`config.mk`:
```
export PLATFORM = sky130hd
export DESIGN_NAME = arbiter_writer
export DESIGN_NICKNAME = d
export VERILOG_FILES = /design/src/rtl/arbiter_writer.sv
export SDC_FILE = /design/constraint.sdc
export NUM_CORES = 1
export LEC_CHECK = 0
export CORE_ASPECT_RATIO = 0.8
export CORE_MARGIN = 3
export CORE_UTILIZATION = 35
export DETAILED_ROUTE_END_ITERATION = 7
export MAX_ROUTING_LAYER = met4
export SETUP_SLACK_MARGIN = 0.5
export SLEW_MARGIN = 30
export SYNTH_ARGS = -nofsm -noshare
export SYNTH_HDL_FRONTEND = slang
export SYNTH_SLANG_ARGS = --single-unit
```
`constraint.sdc`:
```
create_clock -name i_clk -period 5.1 [get_ports i_clk]
set_clock_uncertainty 0.1 [all_clocks]
set_input_delay 1.02 -clock i_clk [delete_from_list [all_inputs] [get_ports i_clk]]
set_output_delay 1.02 -clock i_clk [all_outputs]
set_load 0.02 [all_outputs]
```
`src/rtl/arbiter_writer.sv`:
```
// Byte writer feeding one port of a shared-bus arbiter: a small FIFO of local
// bytes, a request FSM, a sticky busy-timeout flag and a delivered-byte counter.
module arbiter_writer #(
  parameter int unsigned DEPTH   = 4,
  parameter int unsigned TIMEOUT = 255
) (
  input  logic        i_clk,
  input  logic        i_reset_n,
  input  logic        i_valid,
  input  logic [7:0]  i_data,
  output logic        o_ready,
  output logic        o_req,
  input  logic        i_busy,
  output logic [7:0]  o_data,
  input  logic        i_clr_timeout,
  output logic        o_timeout,
  output logic [15:0] o_sent
);

  localparam int unsigned AW = (DEPTH > 1) ? $clog2(DEPTH) : 1;
  localparam int unsigned CW = $clog2(DEPTH + 1);
  localparam int unsigned BW = 16;
  localparam logic [BW-1:0] TO_MAX  = BW'(TIMEOUT);
  localparam logic [BW-1:0] TO_LAST = BW'(TIMEOUT - 1);

  typedef enum logic {
    IDLE    = 1'b0,
    REQUEST = 1'b1
  } state_t;

  state_t          state;
  state_t          state_next;

  logic [7:0]      mem [DEPTH];
  logic [AW-1:0]   wr_ptr;
  logic [AW-1:0]   rd_ptr;
  logic [AW-1:0]   rd_ptr_inc;
  logic [CW-1:0]   count;
  logic [CW-1:0]   count_next;
  logic [BW-1:0]   busy_cnt;

  logic            push_c;
  logic            pop_c;
  logic            set_to_c;
  logic [7:0]      data_next;
  logic [BW-1:0]   busy_cnt_next;
  logic            timeout_next;
  logic            ready_next;

  // Handshakes: push on local valid/ready, pop on arbiter grant (req & !busy).
  assign push_c     = i_valid & o_ready;
  assign pop_c      = (state == REQUEST) & ~i_busy;
  assign count_next = count + CW'(push_c) - CW'(pop_c);
  assign rd_ptr_inc = rd_ptr + AW'(1);

  // State register.
  always_ff @(posedge i_clk or negedge i_reset_n) begin
    if (!i_reset_n) begin
      state <= IDLE;
    end else begin
      state <= state_next;
    end
  end

  // Next-state logic; REQUEST is only held while the queue is non-empty.
  always_comb begin
    state_next = state;
    case (state)
      IDLE:    if (count != CW'(0)) state_next = REQUEST;
      REQUEST: if (pop_c && (count_next == CW'(0))) state_next = IDLE;
      default: state_next = IDLE;
    endcase
  end

  // Next values of the registered outputs and the busy counter.
  always_comb begin
    data_next     = o_data;
    busy_cnt_next = '0;
    set_to_c      = 1'b0;
    timeout_next  = o_timeout;
    ready_next    = (count_next < CW'(DEPTH));

    if ((state == IDLE) && (count != CW'(0))) begin
      data_next = mem[rd_ptr];
    end else if (pop_c) begin
      // Next head is the second stored entry, or the byte pushed this cycle.
      if (count >= CW'(2)) begin
        data_next = mem[rd_ptr_inc];
      end else if (push_c) begin
        data_next = i_data;
      end
    end

    if ((state == REQUEST) && i_busy) begin
      busy_cnt_next = (busy_cnt == TO_MAX) ? busy_cnt : busy_cnt + BW'(1);
      set_to_c      = (busy_cnt == TO_LAST);
    end

    if (set_to_c) begin
      timeout_next = 1'b1;
    end else if (i_clr_timeout) begin
      timeout_next = 1'b0;
    end
  end

  // Queue storage; contents need no reset since occupancy gates every read.
  always_ff @(posedge i_clk) begin
    if (push_c) begin
      mem[wr_ptr] <= i_data;
    end
  end

  // Pointers, occupancy and registered outputs.
  always_ff @(posedge i_clk or negedge i_reset_n) begin
    if (!i_reset_n) begin
      wr_ptr    <= '0;
      rd_ptr    <= '0;
      count     <= '0;
      busy_cnt  <= '0;
      o_ready   <= 1'b1;
      o_req     <= 1'b0;
      o_data    <= 8'h00;
      o_timeout <= 1'b0;
      o_sent    <= '0;
    end else begin
      if (push_c) wr_ptr <= wr_ptr + AW'(1);
      if (pop_c)  rd_ptr <= rd_ptr_inc;
      if (pop_c)  o_sent <= o_sent + BW'(1);
      count     <= count_next;
      busy_cnt  <= busy_cnt_next;
      o_ready   <= ready_next;
      o_req     <= (state_next == REQUEST);
      o_data    <= data_next;
      o_timeout <= timeout_next;
    end
  end

endmodule

```
==> impl_metrics.toml <==
[synthesis]
synth-edff-count = 32
ys_top_cells_by_area = "dfrtp_1 31%, edfxtp_1 24%, mux4_2 9.1%"
yosys.area.top_type = "dfrtp_1"
synth_cell_types = 46
netlist_area_um2 = 3970
ys_ff_latch = 82
netlist_top_cells_count = "49 x dfrtp_1, 32 x edfxtp_1, 28 x nand2_1, 21 x nor2_1, 20 x a21oi_1"
synthFlopType = "dfrtp_1"
syn_inst = 318
ys_seq_area_share_pct = 55.8
synth_nets = 341
synth_most_common_cell = "dfrtp_1"
yosysWarnings = 0
synth_top_area_share_pct = 30.9
async_flop_share_pct = 61.0
syn_area_per_cell_um2 = 12.5

[floorplanning]
start_util_pct = 36.2
ios = 40
fp.dieArea_um2 = 12700
dieHeight_um = 101
rows = 34
die_w_um = 125
core_um2 = 11000

[global_route]
grt_max_degree = 51
grt_pass1_wl_um = 14100
grt_pass1_vias = 2633
grt-ovfl-total = 0
grtUsageTotal_pct = 14.4
antenna_found_initial = 0

[timing]
relSlewSlack_pct = 34.5
timing.fmax_ghz = 0.315
final-max-slew-violation-count = 0
period_minus_slack_ns = 3.18
fin_crit_sh_pct = 62.3
hold_viol = 0
rsz0062_at_grt = "no"
final.setup.tns_ns = 0
setup_viol = 0
max_slew.worst_pin.slew_ns = 0.975

[flow_run]
maxCapViolCount = 0

[clock_tree]
clkTransAtPathRegs_ns = 0.06
numClockSinks = 82
cts-root-buf = "clkbuf_16"
cts_tree = "yes"
cts_max_path_buffers = 2
holdBufCountCts = 0
post_cts_buffers = 0
insertion_delay_ns = 0.33
cts_made_buffers = 9
cts_resized = 0
htreeDepth = 3

[detailed_routing]
routed_wl_um = 8350
vias_per_cell = 5.12
first_pass_iters = 4
drcViolationCount = 0
final_antenna_net_count = 0
wire_per_inst_um = 16.5
vias = 2593
drtIter0Drc = 159

[final_layout]
antenna_cells = 0
syn_to_final_growth_pct = 20.5
drive_gt1_share_pct = 14.6
stdcell_area_um2 = 4780
fin_nets = 380

[power_and_ir_drop]
power_density_nw_per_um2 = 521
ir_drop_v = 0.000280
power.leakage_uw = 0.00182

[place]
place.gp.congestion = 0.806
hpwl_um = 5660
place_area_um2 = 4500
io_buffers = 39

[min_path]
hold_class = "reg2reg"

[worst_setup_path]
cp.required_ns = 5.16
cp.arrival_ns = 3.24
critPathCaptureType = "flip-flop"
r2r_slack_ns = 2.46
cp_cell_sequence = "clkdlybuf4s50_1, nand2b_1, nand3_1, nand2_1, ha_1, fa_1, xor2_1, a22oi_1"
slowest_stage = "clkdlybuf4s50_1"
cp-start-kind = "input pin"
crit_type = "in2reg"
crit_fanout = 14
slowest_delay_ns = 0.48

[run_status]
status = "complete, no violations"
placed cells by master (no fill, tap or decap), drive strengths merged, types with 4 or more instances in the layout:
| cell type | netlist | routed |
|---|---|---|
| nor3 | 6 | 6 |
| nor2 | 21 | 21 |
| mux4 | 16 | 16 |
| nand2 | 28 | 28 |
| or3 | 9 | 9 |
| clkdlybuf4s50 | 0 | 38 |
| nor4 | 5 | 5 |
| o21ai | 6 | 6 |
| or4 | 4 | 4 |
| xnor2 | 16 | 16 |
| mux2i | 4 | 4 |
| a21oi | 20 | 20 |
| o221a | 7 | 7 |
| xor2 | 7 | 7 |
| nand3 | 14 | 14 |
| ha | 9 | 9 |
| edfxtp | 32 | 32 |
| inv | 11 | 14 |
| nand2b | 5 | 5 |
| nand4 | 5 | 5 |
| clkbuf | 9 | 9 |
| dfrtp | 49 | 49 |
| and3 | 7 | 7 |
cell families after synthesis:
family,after synthesis,share of synthesized area [%]
multiplexers,22,10.7
AND/OR/NAND/NOR,115,15.7
XOR/XNOR,23,5.07
buffers and inverters,23,2.24
AO/OA/AOI/OAI,43,7.25
adder cells (fa/ha/maj),10,3.34
flip-flops,82,55.8
path summary, 6_finish.rpt:
check,from,to,cells past startpoint
max,i_busy,o_req$_DFF_PN0_,8
min in group asynchronous,i_reset_n,busy_cnt[12]$_DFFE_PN0P_,2
min reg2reg,o_sent[15]$_DFFE_PN0P_,o_sent[15]$_DFFE_PN0P_,1
max reg2reg,o_req$_DFF_PN0_,o_req$_DFF_PN0_,7
max in group asynchronous,i_reset_n,rd_ptr[1]$_DFFE_PN0P_,2
min,o_sent[15]$_DFFE_PN0P_,o_sent[15]$_DFFE_PN0P_,1
area by class of cell:
| class | instances | area [um2] |
|---|---|---|
| fill | 1035 | 6190 |
| sequential | 82 | 2210 |
| multi-input combinational | 213 | 1670 |
| timing repair buffer | 40 | 393 |
| clock buffer | 9 | 225 |
| tap | 144 | 180 |
| clock inverter | 7 | 60.1 |
| inverter | 11 | 41.3 |
per-stage QoR:
step / total power (uW) / cells / hold slack [ns] / utilization [%] / setup WS, ns
6_report: 2490 / 506 / 0.376 / 43.6 / 1.92
5_1_grt: 2660 / 506 / 0.417 / 43.6 / 1.80
4_1_cts: 2520 / 506 / 0.380 / 43.6 / 1.93
3_5_place_dp: 1890 / 490 / 0.372 / 41.0 / 1.59
3_3_place_gp: 1870 / 490 / 0.364 / 41.0 / 1.65
2_1_floorplan: 1590 / 318 / 0.398 / - / 2.38
where the power goes:
group	total, uW	switching, uW	internal (uW)
Clock	612	275	338
Combinational	851	413	439
Sequential	1030	193	834
Total	2490	880	1610
state kept, by name, indices dropped and copies added, names as in the netlist:
name       flops
count          3
busy_cnt      16
o_sent        16
wr_ptr         2
rd_ptr         2
o_timeout      1
o_data         8
o_req          1
mem           32
o_ready        1
critical path: cells and delay by family:
family | cells | cell delay [ns]
and+or+nand+nor | 3 | 0.76
adders and majority gates | 2 | 0.57
buffers and inverters | 1 | 0.48
xor gates and xnor gates | 1 | 0.28
AOI/OAI and AO/OA | 1 | 0.11
routing by layer:
| metal | track usage [%] | vias to the layer above | routed length [um] |
|---|---|---|---|
| met5 | - | - | 0 |
| met4 | 4.00 | 0 | 80 |
| met1 | 21.7 | 1290 | 4380 |
| met3 | 3.48 | 4 | 264 |
| met2 | 19.2 | 44 | 3630 |
| li1 | - | 1255 | - |
(Power assumes the default switching activity.)
